$ cat src/rtl/serial_addsub_if.sv
// Handshake/data bundle for serial_addsub: operand request side and result side.
interface serial_addsub_if #(
    parameter int WIDTH = 8
);
    logic             in_valid;
    logic             in_ready;
    logic [WIDTH-1:0] a;
    logic [WIDTH-1:0] b;
    logic             cin;
    logic             sub;
    logic             out_valid;
    logic             out_ready;
    logic [WIDTH-1:0] sum;
    logic             cout;
    logic             ovf;

    modport master (
        output in_valid, a, b, cin, sub, out_ready,
        input  in_ready, out_valid, sum, cout, ovf
    );

    modport slave (
        input  in_valid, a, b, cin, sub, out_ready,
        output in_ready, out_valid, sum, cout, ovf
    );
endinterface

$ cat src/rtl/serial_addsub.sv
// Multi-cycle adder/subtractor: one DIGIT-bit slice per clock, carry held in a
// register between slices. One operation in flight; result held until taken.
module serial_addsub #(
    parameter int WIDTH = 8,
    parameter int DIGIT = 1
) (
    input  logic           clk,
    input  logic           rst,
    serial_addsub_if.slave bus
);
    localparam int N  = WIDTH / DIGIT;
    localparam int KW = (N > 1) ? $clog2(N) : 1;
    localparam int IW = $clog2(WIDTH);

    typedef enum logic [1:0] {IDLE, RUN, DONE} state_t;

    state_t           state, state_nxt;
    logic [WIDTH-1:0] a_r, b_r, acc_r, acc_nxt;
    logic             carry_r;
    logic [KW-1:0]    k_r;
    logic             last;
    logic [IW-1:0]    base;
    logic [DIGIT-1:0] sa, sb, ss;
    logic [DIGIT:0]   c;
    logic [WIDTH-1:0] sum_r;
    logic             cout_r, ovf_r;

    assign last     = (k_r == KW'(N - 1));
    assign base     = IW'(32'(k_r) * DIGIT);
    assign bus.sum  = sum_r;
    assign bus.cout = cout_r;
    assign bus.ovf  = ovf_r;

    // Current slice: ripple DIGIT full adders from the carry register and
    // merge the slice sum into the accumulated result.
    always_comb begin
        sa      = a_r[base +: DIGIT];
        sb      = b_r[base +: DIGIT];
        ss      = '0;
        c       = '0;
        c[0]    = carry_r;
        for (int i = 0; i < DIGIT; i++) begin
            ss[i]   = sa[i] ^ sb[i] ^ c[i];
            c[i+1]  = (sa[i] & sb[i]) | (c[i] & (sa[i] ^ sb[i]));
        end
        acc_nxt = acc_r;
        acc_nxt[base +: DIGIT] = ss;
    end

    // State register.
    always_ff @(posedge clk) begin
        if (rst) state <= IDLE;
        else     state <= state_nxt;
    end

    // Next state and handshake outputs; a new operation is only taken in IDLE,
    // so acceptance never coincides with a result handoff.
    always_comb begin
        state_nxt     = state;
        bus.in_ready  = 1'b0;
        bus.out_valid = 1'b0;
        case (state)
            IDLE: begin
                bus.in_ready = 1'b1;
                if (bus.in_valid) state_nxt = RUN;
            end
            RUN: begin
                if (last) state_nxt = DONE;
            end
            DONE: begin
                bus.out_valid = 1'b1;
                if (bus.out_ready) state_nxt = IDLE;
            end
            default: state_nxt = IDLE;
        endcase
    end

    // Operand latch, slice iteration, and result load on the final slice.
    // Subtract is a + ~b + ~cin, so cout=1 means no borrow.
    always_ff @(posedge clk) begin
        if (rst) begin
            a_r     <= '0;
            b_r     <= '0;
            acc_r   <= '0;
            carry_r <= 1'b0;
            k_r     <= '0;
            sum_r   <= '0;
            cout_r  <= 1'b0;
            ovf_r   <= 1'b0;
        end else begin
            case (state)
                IDLE: begin
                    if (bus.in_valid) begin
                        a_r     <= bus.a;
                        b_r     <= bus.sub ? ~bus.b : bus.b;
                        carry_r <= bus.sub ? ~bus.cin : bus.cin;
                        acc_r   <= '0;
                        k_r     <= '0;
                    end
                end
                RUN: begin
                    acc_r   <= acc_nxt;
                    carry_r <= c[DIGIT];
                    k_r     <= last ? '0 : k_r + KW'(1);
                    if (last) begin
                        sum_r  <= acc_nxt;
                        cout_r <= c[DIGIT];
                        ovf_r  <= c[DIGIT] ^ c[DIGIT-1];
                    end
                end
                default: ;
            endcase
        end
    end
endmodule
$ cat src/flat_wrapper.sv
// flat-port wrapper written by rule: the top's interface ports become plain ports
module serial_addsub_flat 
#(
    parameter int WIDTH = 8,
    parameter int DIGIT = 1
)
  (clk, rst, bus_in_valid, bus_a, bus_b, bus_cin, bus_sub, bus_out_ready, bus_in_ready, bus_out_valid, bus_sum, bus_cout, bus_ovf);
  serial_addsub_if #(.WIDTH(WIDTH)) bus_i ();
  input  logic clk;
  input  logic rst;
  input wire logic [$bits(bus_i.in_valid)-1:0] bus_in_valid;
  input wire logic [$bits(bus_i.a)-1:0] bus_a;
  input wire logic [$bits(bus_i.b)-1:0] bus_b;
  input wire logic [$bits(bus_i.cin)-1:0] bus_cin;
  input wire logic [$bits(bus_i.sub)-1:0] bus_sub;
  input wire logic [$bits(bus_i.out_ready)-1:0] bus_out_ready;
  output wire logic [$bits(bus_i.in_ready)-1:0] bus_in_ready;
  output wire logic [$bits(bus_i.out_valid)-1:0] bus_out_valid;
  output wire logic [$bits(bus_i.sum)-1:0] bus_sum;
  output wire logic [$bits(bus_i.cout)-1:0] bus_cout;
  output wire logic [$bits(bus_i.ovf)-1:0] bus_ovf;
  assign bus_i.in_valid = bus_in_valid;
  assign bus_i.a = bus_a;
  assign bus_i.b = bus_b;
  assign bus_i.cin = bus_cin;
  assign bus_i.sub = bus_sub;
  assign bus_i.out_ready = bus_out_ready;
  assign bus_in_ready = bus_i.in_ready;
  assign bus_out_valid = bus_i.out_valid;
  assign bus_sum = bus_i.sum;
  assign bus_cout = bus_i.cout;
  assign bus_ovf = bus_i.ovf;
  serial_addsub #(.WIDTH(WIDTH), .DIGIT(DIGIT)) u_core (.clk(clk), .rst(rst), .bus(bus_i));
endmodule
$ cat config.mk
export PLATFORM = sky130hd
export DESIGN_NAME = serial_addsub_flat
export DESIGN_NICKNAME = d
export VERILOG_FILES = /design/src/rtl/serial_addsub_if.sv /design/src/rtl/serial_addsub.sv /design/src/flat_wrapper.sv
export SDC_FILE = /design/constraint.sdc
export NUM_CORES = 1
export LEC_CHECK = 0
export ABC_CLOCK_PERIOD_IN_PS = 3200
export CAP_MARGIN = 5
export CELL_PAD_IN_SITES_DETAIL_PLACEMENT = 1
export CELL_PAD_IN_SITES_GLOBAL_PLACEMENT = 2
export CORE_ASPECT_RATIO = 1.25
export CORE_UTILIZATION = 38
export CTS_CLUSTER_DIAMETER = 200
export DETAILED_ROUTE_END_ITERATION = 8
export DONT_BUFFER_PORTS = 1
export PLACE_DENSITY_LB_ADDON = 0.1
export SYNTH_ARGS = -nofsm -noshare
export SYNTH_HDL_FRONTEND = slang
export SYNTH_SLANG_ARGS = --single-unit
$ cat constraint.sdc
create_clock -name clk -period 3.2 [get_ports clk]
set_input_delay 0.64 -clock clk [delete_from_list [all_inputs] [get_ports clk]]
set_output_delay 0.64 -clock clk [all_outputs]
set_load 0.01 [all_outputs]
==> summary.txt <==
Outcome
  – Status: finished, final reports clean

Clock network
  – Clk pin slew, worst setup/hold paths: around 0.080 ns
  – CTS resizes: 0
  – CTS root buf: clkbuf_8
  – Total CTS buffers: 5
  – Clock sink count: 40
  – Clock Latency Late Sink: approximately 0.29 ns
  – Post-CTS setup buffers: 0
  – H-tree Lvls: 2
  – Hold buffers post-CTS: 0
  – CTS tree: done
  – CTS max path bufs: 2

Synth
  – Yosys reg bits: 40
  – Syn_area_per_cell: 9.01 um2
  – Top cells by area, synth: dfxtp_1, a211oi_1, nand2_1, mux2i_1, mux4_2
  – Gate count after technology mapping: 230
  – Top cell type's share of synthesized area: 38.6%
  – Syn nets: 257
  – Share of flip-flops with an asynchronous set or reset: 0%
  – Top_reg_cell synth: dfxtp_1
  – EDFF count, synth: 0
  – Count leader, synth: dfxtp_1
  – Netlist Area Pre-Place: 2070 um2
  – Synth warnings: 0
  – Seq/Total Area, Yosys: 38.6%
  – Post-synth top area cell: dfxtp_1
  – Netlist cell types: 45
  – Synth top cells by count: dfxtp_1, nand2_1, nor2_1

STA
  – Final Hold Viols: 0
  – Max-slew violation count: 0
  – Min Tclk post-route: 2.75 ns
  – RSZ-0062 raised after global routing: no
  – Max transition margin: 33.6%
  – Worst-Margin Slew: just under 1 ns
  – Setup Viol. Count Final: 0
  – Tcrit/Tclk final: 86.1%
  – F_max: between 300 and 400 MHz
  – Setup tns final: 0 ns
  – Clock Skew: 0.00473 ns

Die
  – Chip height: 84.6 um
  – Die outline width: 68.1 um
  – Ports: 34
  – Core area: 5150 um2
  – # rows: 29
  – Starting density of the core: 40.2%
  – Die area: 5760 um2

Critical path
  – Worst r2r src: u_core.k_r[0]
  – CP max FO: 13
  – Worst Reg-to-Reg Cells: 8
  – Worst Setup Start Kind: flip-flop
  – CP required: 3.41 ns
  – R2r endpoint: u_core.bus.sum[2]
  – Crit Path Class: flip-flop to flip-flop
  – Worst reg2reg setup slack: 0.45 ns
  – CP endpoint kind: flip-flop
  – WP data arrival: roughly 3.0 ns

Final layout
  – # diodes: 0
  – P&R area growth vs syn: 3.74%
  – Area of the multi-input gates: roughly 1200 um2
  – Reg area: 801 um2
  – Fillers: 617
  – Layout Nets: about 250
  – Fraction of layout cells with a size suffix above 1: 8.22%

Min path
  – WHS Path Cells: 1
  – Hold_sp: rst
  – Hold Crit Class: input port to flip-flop
  – Worst Hold End: u_core.bus.sum[7]

Job
  – Max-cap viol count: 0

Placement
  – Post-DP HPWL: between 3000 and 4000 um
  – IO Port Bufs: 0
  – Placer Congestion: 0.730

Power
  – PwrDens: around 480 nW/um2
  – Power Total: 1040 uW
  – Leakage: roughly 0.00074 uW
  – Peak supply drop: 0.256 mV

Route
  – Via count: approximately 1.6k
  – Initial DRC Count: 46
  – Antenna viol nets, final: 0
  – Vias per cell: 5.66
  – Routed len/inst: 16.7 um
  – Pre-antenna DRT Iters: 4
  – # DRC: 0
  – Final WL: 4700 um

Global routing
  – Vias in the first global route: 1668
  – Largest net degree at the start of global routing: 44
  – Overall global routing resource usage: a little under a fifth
  – First-pass GRT wire length: 8020 um
  – Congestion Overflow GR: 0
  – Initial antenna violation count: 0
## registers in the layout, summed over array words and instances (netlist names)
signal / flops
u_core.bus.sum: 8
u_core.a_r: 8
u_core.acc_r: 8
u_core.k_r: 3
u_core.b_r: 8
u_core.bus.ovf: 1
u_core.state: 2
u_core.carry_r: 1
u_core.bus.cout: 1
## metrics by stage
| step | util [%] | cell area [um2] | std cells | worst slack (ns) | hold slack [ns] |
|---|---|---|---|---|---|
| detailed placement | 40.0 | 2060 | 273 | 0.451 | 0.444 |
| floorplan | - | 2070 | 230 | 0.767 | 0.433 |
| finish | 41.7 | 2150 | 281 | 0.446 | 0.415 |
| global placement | 40.0 | 2060 | 273 | 0.555 | 0.438 |
| global route | 41.7 | 2150 | 281 | 0.240 | 0.395 |
| CTS | 41.7 | 2150 | 281 | 0.415 | 0.402 |
## area by class of cell
class,instances,share of cell area (%)
Multi-Input combinational cell,164,53.6
Sequential cell,40,37.2
Timing Repair Buffer,1,0.349
Tap cell,62,3.61
Inverter,6,1.05
Clock buffer,8,4.19
## power by group
part / internal [uW] / leakage, uW / switching (uW)
Clock: 176 / 0.0000455 / 171
Sequential: 517 / 0.000326 / 20.8
Combinational: 64.1 / 0.000366 / 86.2
Total: 757 / 0.000738 / 278
## logic make-up (layout without fill, tap and decap cells)
logic type / after synthesis / count (layout) / synth area share (%)
compound gates: 45 / 45 / 14.8
xor+xnor: 10 / 10 / 4.22
fa+ha+maj: 5 / 5 / 3.38
buf+inv: 26 / 15 / 5.79
flops: 40 / 40 / 38.6
mux: 13 / 13 / 8.69
simple gates: 91 / 91 / 24.4
## worst max path at each step
stage                        startpoint           endpoint  slack (ns)  cells past startpoint
after global routing      u_core.k_r[0]  u_core.bus.sum[2]        0.24                      8
after CTS                 u_core.k_r[0]  u_core.bus.sum[2]        0.42                      8
after floorplan           u_core.k_r[0]  u_core.bus.sum[0]        0.77                      8
after detailed placement  u_core.k_r[0]  u_core.bus.sum[2]        0.45                      8
after global placement    u_core.k_r[0]  u_core.bus.sum[2]        0.56                      8
final                     u_core.k_r[0]  u_core.bus.sum[2]        0.45                      8
## layer usage
metal | vias to the layer above | global-route usage [%] | part of all wire, % | wire length (um)
met4 | 0 | 6.25 | 1.4 | 68
li1 | 782 | - | - | -
met2 | 28 | 33.1 | 53 | 2480
met3 | 7 | 4.76 | 4.0 | 188
met1 | 774 | 20.9 | 42 | 1970
met5 | - | 0 | 0 | 0
## cell usage in the layout (no fill, tap or decap), types with 2 or more instances in the layout
cell type  instances
dfxtp_1           40
nor2b_1            5
nor2_1            21
nand2_1           28
mux2i_1            9
or3_1              2
a31oi_1            5
clkbuf_8           6
o21bai_1           3
nand4_1            4
o31ai_1            2
xnor2_1            9
mux4_2             4
nand3b_1           7
a211oi_1          15
inv_1              6
nand3_1            8
ha_1               4
a21oi_1           13
clkbuf_1           2
nand2b_1           3
## critical path: stages, from the launching register on
cell and delay [ns]:
dfxtp_1 0.69, mux4_2 0.59, nand2_1 0.08, nand2_1 0.07, fa_1 0.51, buf_4 0.19
nand3_1 0.09, o31a_1 0.25, a211oi_1 0.21
Note: power is estimated with default switching activity, not from simulation.
